File: src/rtl/lii_out_arb_pack.sv
// lii_out_arb_pack: round-robin burst arbiter that packs NOUT kernel streams
// through a small FIFO onto a single LII phy output with src/dst tagging.
module lii_out_arb_pack #(
    parameter int         NOUT     = 4,
    parameter int         SW       = 16,
    parameter int         PW       = 64,
    parameter int         DEPTH    = 4,
    parameter int         BURST    = 4,
    parameter logic [7:0] SRC_ID   = 8'h00,
    parameter logic [7:0] DST_BASE = 8'h00
) (
    input  logic                     aclk,
    input  logic                     arstn,
    input  logic [NOUT*SW-1:0]       s_tdata,
    input  logic [NOUT-1:0]          s_tvalid,
    output logic [NOUT-1:0]          s_tready,
    output logic [PW-1:0]            lii_out_p0_tdata,
    output logic                     lii_out_p0_tvalid,
    input  logic                     lii_out_p0_tready,
    output logic [7:0]               lii_out_p0_src,
    output logic [7:0]               lii_out_p0_dst,
    output logic [$clog2(DEPTH):0]   level,
    output logic                     ce
);
    localparam int GW = (NOUT > 1) ? $clog2(NOUT) : 1;
    localparam int AW = $clog2(DEPTH);
    localparam int LW = AW + 1;
    localparam int CW = 5;

    logic [GW-1:0] g;
    logic [GW-1:0] g_nxt;
    logic [CW-1:0] cnt;
    logic [CW-1:0] cnt_nxt;
    logic [AW-1:0] wptr;
    logic [AW-1:0] rptr;
    logic [SW-1:0] data_mem [DEPTH];
    logic [7:0]    dst_mem  [DEPTH];
    logic          full;
    logic          push;
    logic          pop;
    logic          move;
    logic [SW-1:0] g_data;
    logic [7:0]    g_dst;

    // Ready depends only on registered occupancy, never on the phy ready.
    assign full   = (level == LW'(DEPTH));
    assign g_data = s_tdata[int'(g)*SW +: SW];
    assign g_dst  = DST_BASE + 8'(g);

    always_comb begin
        s_tready = '0;
        if (arstn && !full)
            s_tready[g] = 1'b1;
    end

    assign push = s_tvalid[g] & s_tready[g];
    assign pop  = lii_out_p0_tvalid & lii_out_p0_tready;

    // Grant moves on burst exhaustion or an idle granted stream; the nearest
    // valid stream after g wins, which gives round-robin fairness.
    always_comb begin
        g_nxt   = g;
        cnt_nxt = cnt;
        move    = 1'b0;
        if (push) begin
            cnt_nxt = cnt + 1'b1;
            if (cnt_nxt == CW'(BURST))
                move = 1'b1;
        end else if (!s_tvalid[g]) begin
            move = 1'b1;
        end
        if (move) begin
            cnt_nxt = '0;
            for (int k = NOUT - 1; k >= 1; k--) begin
                if (s_tvalid[(int'(g) + k) % NOUT])
                    g_nxt = GW'((int'(g) + k) % NOUT);
            end
        end
    end

    always_ff @(posedge aclk or negedge arstn) begin
        if (!arstn) begin
            g     <= '0;
            cnt   <= '0;
            wptr  <= '0;
            rptr  <= '0;
            level <= '0;
        end else begin
            g     <= g_nxt;
            cnt   <= cnt_nxt;
            level <= level + LW'(push) - LW'(pop);
            if (push)
                wptr <= wptr + 1'b1;
            if (pop)
                rptr <= rptr + 1'b1;
        end
    end

    always_ff @(posedge aclk) begin
        if (push) begin
            data_mem[wptr] <= g_data;
            dst_mem[wptr]  <= g_dst;
        end
    end

    always_comb begin
        lii_out_p0_tdata         = '0;
        lii_out_p0_tdata[SW-1:0] = data_mem[rptr];
    end

    assign lii_out_p0_tvalid = (level != '0);
    assign lii_out_p0_dst    = dst_mem[rptr];
    assign lii_out_p0_src    = SRC_ID;
    assign ce                = !full | ~|s_tvalid;

endmodule
File: config.mk
export PLATFORM = sky130hd
export DESIGN_NAME = lii_out_arb_pack
export DESIGN_NICKNAME = d
export VERILOG_FILES = /design/src/rtl/lii_out_arb_pack.sv
export SDC_FILE = /design/constraint.sdc
export NUM_CORES = 1
export LEC_CHECK = 0
export CORE_ASPECT_RATIO = 2
export CORE_MARGIN = 1
export CORE_UTILIZATION = 45
export DETAILED_ROUTE_END_ITERATION = 8
export PLACE_DENSITY = 0.83
export RECOVER_POWER = 100
export REMOVE_ABC_BUFFERS = 1
export SETUP_SLACK_MARGIN = 0.3
export SYNTH_ARGS = -nofsm -noshare
export SYNTH_HDL_FRONTEND = slang
export SYNTH_SLANG_ARGS = --single-unit
File: constraint.sdc
create_clock -name aclk -period 3.92 [get_ports aclk]
set_clock_uncertainty 0.05 [all_clocks]
set_input_delay 0.392 -clock aclk [delete_from_list [all_inputs] [get_ports aclk]]
set_output_delay 0.392 -clock aclk [all_outputs]
set_load 0.05 [all_outputs]
==> implementation parameters, run 1 <==
Parameter                              Value

Run status
  Run status    finished clean

Die
  Standard-cell row count    51
  Core region area    0.00970 mm^2
  Ports placed on the boundary    160
  Starting Density    0.464
  Chip Height    143 um
  Chip width    72.7 um
  DIE AREA    0.0104 mm^2

Clocking
  Clock latency at the later pin of the worst-skew pair    330 ps
  Reg clk slew, reported paths    60 ps
  Number of hold buffers added after CTS    0
  TritonCTS clock tree    yes
  Root Buffer Master    clkbuf_16
  Number of levels in the clock H-tree    3
  Number of clock sinks    86
  Number of gates given a new drive strength after cts    0
  Post-CTS Setup Repair Bufs    0
  Maximum clock path buffer count    2
  CTS Buf Count    9

Synthesis
  Register bit count reported by yosys    86
  Netlist Area Pre-Place    0.00450 mm^2
  Number of unique standard cell types used by synthesis    40
  EDFF count, synth    72
  Proportion of synthesized chip area in sequential cells    0.559
  Syn Area/Cell    15.8 um^2
  Number of instances in the synthesized netlist    285
  Post-synth top flop    edfxtp_1
  Async set-or-reset flop fraction in the synthesized netlist    0.163
  Count of warnings emitted by yosys    0

Detailed routing
  Antenna-violating nets left    0
  Ratio of routed vias to standard cells    4.88
  Length of the first detailed-routing pass in iterations    4
  Final WL    8.46 mm
  First-iteration detailed-routing DRC count    150
  Total via count in the routed design    2567
  Remaining design rule violation count    0
  DR WL/cell    16.1 um

Worst hold path
  Count of cells along the worst hold path    1
  Start point of the worst min-delay path    rptr[0]
  Destination of the worst hold path    rptr[0]
  Path type of the worst min-delay path    reg2reg

Finish
  Filler cell count    803
  Filler-free cell count of the finished design    526
  Most frequent cells in the layout    72 x edfxtp_1, 69 x clkdlybuf4s50_1, 62 x conb_1
  Final non-filler cell area    0.00565 mm^2
  Signed area change from the synthesized netlist to the final layout    25.6%
  Share of post-route cells with drive strength above 1    0.135
  Number of inserted diodes    0
  Final design utilization    0.582
  Most common library cell in the layout ignoring fill and taps    edfxtp_1
  Net count of the finished layout    472

Power
  Switching part of the total power    0.405
  Sum of internal, switching and leakage power    4.23 mW
  Fraction of power consumed by combinational cells    0.485
  Seq pwr share    0.328
  Relative contribution of the clock network to total power    0.187
  Areal power density over the cells    749 mW/mm^2
  Worst VDD drop    0.594 mV
  Leakage component of the power    2.11 nW
  Internal power    2.52 mW
  Switching component of the power    1.72 mW

Placement
  Detailed Place HPWL    6.18 mm
  Inst Count DP    510
  RePlAce Congestion    0.756
  Worst setup slack before clock tree synthesis    644 ps
  # port buffers    97
  Cell area after placement    0.00540 mm^2

Timing
  Worst setup slack after layout    566 ps
  Tmin final    3350 ps
  # setup viols final    0
  RSZ-0062 raised after global routing    false
  Total Negative Setup Slacks    0 ps
  Measured slew at the worst slew-check pin    1220 ps
  Minimum hold slack    466 ps
  Worst slew slack as a fraction of its limit    0.187
  Max-slew violation count    0
  Ratio of final minimum period to clock period    0.856
  Achievable frequency    298 MHz
  Final hold violation count    0

Worst setup path
  Cell Chain, Critical Path    inv_1 > ha_1 > mux4_2 > and3_1 > inv_1 > nor2_2 > and2_0 > clkbuf_1
  Worst stage delay on the critical path    870 ps
  Register-to-Register Setup Slack    570 ps
  Worst-path fanout max    21
  Slowest-stage cell, CP    clkbuf_1
  Capture point of the worst reg-to-reg path    data_mem[0][15]
  Crit path arrival time    3250 ps
  R2R Path Start    g[0]
  Cell seen most often among critical-path stages    inv_1
  Buffers and inverters on the worst path    3
  Worst setup path start    g[0]
  Depth of the worst register-to-register path    8
  Crit end category    flop
  Category of the most critical setup path    reg2reg
  Type of origin of the critical path    flop
  Required time reported for the critical path endpoint    3810 ps
  Family with the most delay on the worst path    buffers and inverters

Global routing
  Wire length of the first global-routing pass    12.9 mm
  Vias in the first global route    2628
  Congestion Overflow GR    0
  GRT Total Usage    0.173
  Maximum number of pins on one net before global-route repair    25
  Antenna violations before repair    0

Job
  Max-cap violation count    0
[kinds of logic (layout without fill, tap and decap cells)]
family,count (synthesis),count (layout),share of synthesized area
AOI/OAI and AO/OA,12,12,0.0172
DFF,86,86,0.559
other,1,62,0.000834
and+or+nand+nor,39,39,0.0487
muxes,45,45,0.199
xor gates and xnor gates,8,8,0.0156
adders and majority gates,12,12,0.0351
buffers and inverters,82,130,0.125
[how the worst max path moves through the flow]
| stage | end | slack [ps] | cells after the start |
|---|---|---|---|
| 4_1_cts | level[2] | 610 | 13 |
| 3_3_place_gp | level[2] | 760 | 13 |
| 2_1_floorplan | level[2] | 200 | 13 |
| 5_1_grt | data_mem[0][15] | 240 | 8 |
| 3_5_place_dp | level[2] | 640 | 13 |
| 6_report | data_mem[0][15] | 570 | 8 |
[cell type report]
class                           instances  area, um^2  share of cell area
Clock inverter                          5        50.0             0.00886
Sequential cell                        86        2510               0.445
Inverter                                9        33.8             0.00598
Clock buffer                           11         233              0.0412
Tap cell                              132         165              0.0292
Multi-Input combinational cell        178        1650               0.291
Timing Repair Buffer                  105        1010               0.179
[synth_stat cells, drive strengths merged (3+ instances only)]
cell type  count  area, um^2
inv            9        33.8
clkbuf         4        15.0
buf           69         512
and2           6        37.5
mux2           3        37.5
mux4          35         788
dfrtp         14         350
nand3          3        15.0
and3           5        31.3
xnor2          5        43.8
nand2          4        15.0
a21oi          5        25.0
ha            11         138
xor2           3        26.3
nor2           8        32.5
edfxtp        72        2160
o21ai          3        18.8
mux2i          7        70.1
[flip-flops by register name, summed over array words and instances, names as in the netlist]
signal and flops:
rptr 2, dst_mem 8, wptr 2, level 3
cnt 5, data_mem 64, g 2
[layer usage]
| layer | vias to the layer above | routed length, um | track usage | share of wire |
|---|---|---|---|---|
| li1 | 1162 | - | - | - |
| met1 | 1292 | 2770 | 0.170 | 0.33 |
| met2 | 93 | 5010 | 0.329 | 0.59 |
| met3 | 20 | 396 | 0.0330 | 0.047 |
| met4 | 0 | 284 | 0.0929 | 0.034 |
| met5 | - | 0 | 0 | 0 |
[power by group through the flow]
stage               registers, mW  logic (mW)  clock network, mW
floorplan                    1.51        1.39                  0
global placement             1.40        2.10                  0
detailed placement           1.41        2.14                  0
CTS                          1.39        2.16              0.810
global route                 1.41        2.19              0.841
finish                       1.39        2.05              0.793
No activity file was read; power rests on OpenSTA's default activity.
==> inputs of run 2 (changes only) <==
Settings changed: GPL_TIMING_DRIVEN from default to 0.
==> implementation parameters, run 2 (synthesis gave the netlist of run 1 again) <==
Parameter                              Value

Global routing
  Wire length of the first global-routing pass    12.5 mm (was 12.9 mm)
  Maximum number of pins on one net before global-route repair    36 (was 25)
  GRT Total Usage    0.165 (was 0.173)
  Vias in the first global route    2580 (was 2628)
  Antenna violations before repair    0 (unchanged)
  Congestion Overflow GR    0 (unchanged)

Power
  Relative contribution of the clock network to total power    0.175 (was 0.187)
  Switching component of the power    1.68 mW (was 1.72 mW)
  Fraction of power consumed by combinational cells    0.461 (was 0.485)
  Leakage component of the power    2.09 nW (was 2.11 nW)
  Areal power density over the cells    738 mW/mm^2 (was 749 mW/mm^2)
  Sum of internal, switching and leakage power    4.13 mW (was 4.23 mW)
  Internal power    2.45 mW (was 2.52 mW)
  Switching part of the total power    0.407 (was 0.405)
  Worst VDD drop    0.561 mV (was 0.594 mV)
  Seq pwr share    0.363 (was 0.328)

Job
  Max-cap violation count    0 (unchanged)

Clocking
  Number of hold buffers added after CTS    0 (unchanged)
  CTS Buf Count    9 (unchanged)
  TritonCTS clock tree    yes (unchanged)
  Number of levels in the clock H-tree    3 (unchanged)
  Number of clock sinks    86 (unchanged)
  Reg clk slew, reported paths    60 ps (about the same)
  Root Buffer Master    clkbuf_16 (unchanged)
  Clock latency at the later pin of the worst-skew pair    330 ps (about the same)
  Maximum clock path buffer count    2 (unchanged)

Finish
  Net count of the finished layout    465 (was 472)
  Filler-free cell count of the finished design    519 (was 526)
  Max reg flops    64 (unchanged)
  Number of inserted diodes    0 (unchanged)
  Largest reg by FF count    data_mem (unchanged)
  Final design utilization    0.577 (was 0.582)
  Most common library cell in the layout ignoring fill and taps    edfxtp_1 (unchanged)
  Most frequent cells in the layout    72 x edfxtp_1, 69 x clkdlybuf4s50_1, 62 x conb_1 (unchanged)
  Share of post-route cells with drive strength above 1    0.132 (was 0.135)
  Signed area change from the synthesized netlist to the final layout    24.4% (was 25.6%)
  Registers with the most flip-flops    data_mem: 64 flops, dst_mem: 8 flops, cnt: 5 flops (unchanged)

Worst setup path
  Family with the most delay on the worst path    simple AND/OR/NAND/NOR gates (was buffers and inverters)
  Category of the most critical setup path    reg2reg (unchanged)
  Required time reported for the critical path endpoint    3800 ps (was 3810 ps)
  Cell Chain, Critical Path    inv_1 > ha_1 > mux4_2 > and3_1 > inv_1 > nor2_2 > and2_0 (was inv_1 > ha_1 > mux4_2 > and3_1 > inv_1 > nor2_2 > and2_0 > clkbuf_1)
  Type of origin of the critical path    flop (unchanged)
  Cell seen most often among critical-path stages    inv_1 (unchanged)
  Worst stage delay on the critical path    1110 ps (was 870 ps)
  Slowest-stage cell, CP    and2_0 (was clkbuf_1)
  Crit end category    flop (unchanged)
  Crit path arrival time    3350 ps (was 3250 ps)
  Buffers and inverters on the worst path    2 (was 3)
  Worst-path fanout max    30 (was 21)
  Register-to-Register Setup Slack    450 ps (was 570 ps)

Die
  Chip Height    143 um (unchanged)
  Chip width    72.7 um (unchanged)
  Ports placed on the boundary    160 (unchanged)
  DIE AREA    0.0104 mm^2 (unchanged)
  Core region area    0.00970 mm^2 (unchanged)
  Starting Density    0.464 (unchanged)
  Standard-cell row count    51 (unchanged)

Detailed routing
  DR WL/cell    16.1 um (about the same)
  First-iteration detailed-routing DRC count    164 (was 150)
  Length of the first detailed-routing pass in iterations    4 (unchanged)
  Total via count in the routed design    2537 (was 2567)
  Final WL    8.33 mm (was 8.46 mm)
  Ratio of routed vias to standard cells    4.89 (was 4.88)
  Antenna-violating nets left    0 (unchanged)
  Remaining design rule violation count    0 (unchanged)

Timing
  Ratio of final minimum period to clock period    0.885 (was 0.856)
  Tmin final    3470 ps (was 3350 ps)
  Worst slew slack as a fraction of its limit    0.0721 (was 0.187)
  Final hold violation count    0 (unchanged)
  RSZ-0062 raised after global routing    false (unchanged)
  # setup viols final    0 (unchanged)
  Achievable frequency    288 MHz (was 298 MHz)
  Minimum hold slack    505 ps (was 466 ps)
  Max-slew violation count    0 (unchanged)
  Measured slew at the worst slew-check pin    1390 ps (was 1220 ps)

Run status
  Run status    finished clean (unchanged)

Worst hold path
  Path type of the worst min-delay path    reg2reg (unchanged)

Placement
  # port buffers    97 (unchanged)
  Inst Count DP    502 (was 510)
  Detailed Place HPWL    5.90 mm (was 6.18 mm)
  RePlAce Congestion    0.725 (was 0.756)
-- run 2: cell count changes in the layout (fill, tap and decap cells not counted), sizes merged --
| cell | previous run | this run |
|---|---|---|
| buf | 2 | 0 |
| clkbuf | 17 | 15 |
| bufinv | 1 | 0 |
| clkinv | 3 | 2 |
| clkinvlp | 1 | 0 |
-- run 2: area by class of cell --
class | instances | area [um^2]
Tap cell | 132 | 165
Sequential cell | 86 | 2520
Inverter | 9 | 33.8
Fill cell | 816 | 4110
Clock inverter | 2 | 10.0
Clock buffer | 14 | 244
Multi-Input combinational cell | 178 | 1650
Timing Repair Buffer | 98 | 975
-- run 2: timing repair --
| action | in CTS | in global routing |
|---|---|---|
| gates resized for setup | 2 | 1 |
| setup buffers | 0 | 1 |
| gates cloned | 0 | 0 |
| setup endpoints to repair | 74 | 1 |
-- run 2: routing by layer --
layer / GRT usage / routed length [um] / vias to the layer above
li1: - / - / 1148
met1: 0.157 / 2740 / 1262
met4: 0.106 / 206 / 0
met5: 0 / 0 / -
met2: 0.312 / 5010 / 109
met3: 0.0302 / 372 / 18
-- run 2: worst paths after layout --
check | startpoint | cells past startpoint | endpoint
setup reg to reg | g[1] | 7 | data_mem[3][15]
max in group asynchronous | arstn | 1 | g[1]
setup / recovery | g[1] | 7 | data_mem[3][15]
min in group asynchronous | arstn | 1 | level[2]
hold reg to reg | level[0] | 1 | level[0]
hold / removal | level[0] | 1 | level[0]
-- run 2: worst reg2reg max path, cell delays in order, from the launching register on --
cell and delay (ps):
dfrtp_4 670, inv_1 200, ha_1 180, mux4_2 220, and3_1 260, inv_1 110, nor2_2 280, and2_0 1110
-- run 2: power by group through the flow --
stage | clock, mW | combinational [mW] | sequential [mW]
finish | 0.723 | 1.90 | 1.50
floorplan | 0 | 1.39 | 1.51
global placement | 0 | 1.90 | 1.55
global route | 0.774 | 2.04 | 1.54
CTS | 0.739 | 1.95 | 1.55
detailed placement | 0 | 1.95 | 1.56
-- run 2: stage by stage --
step | area (um^2) | setup slack [ps] | TNS [ps]
after floorplan | 4200 | 202 | 0
after global placement | 5340 | -396 | -10490
after detailed placement | 5340 | -56.2 | -56.2
after CTS | 5590 | 440 | 0
after global routing | 5590 | 175 | 0
final | 5590 | 449 | 0
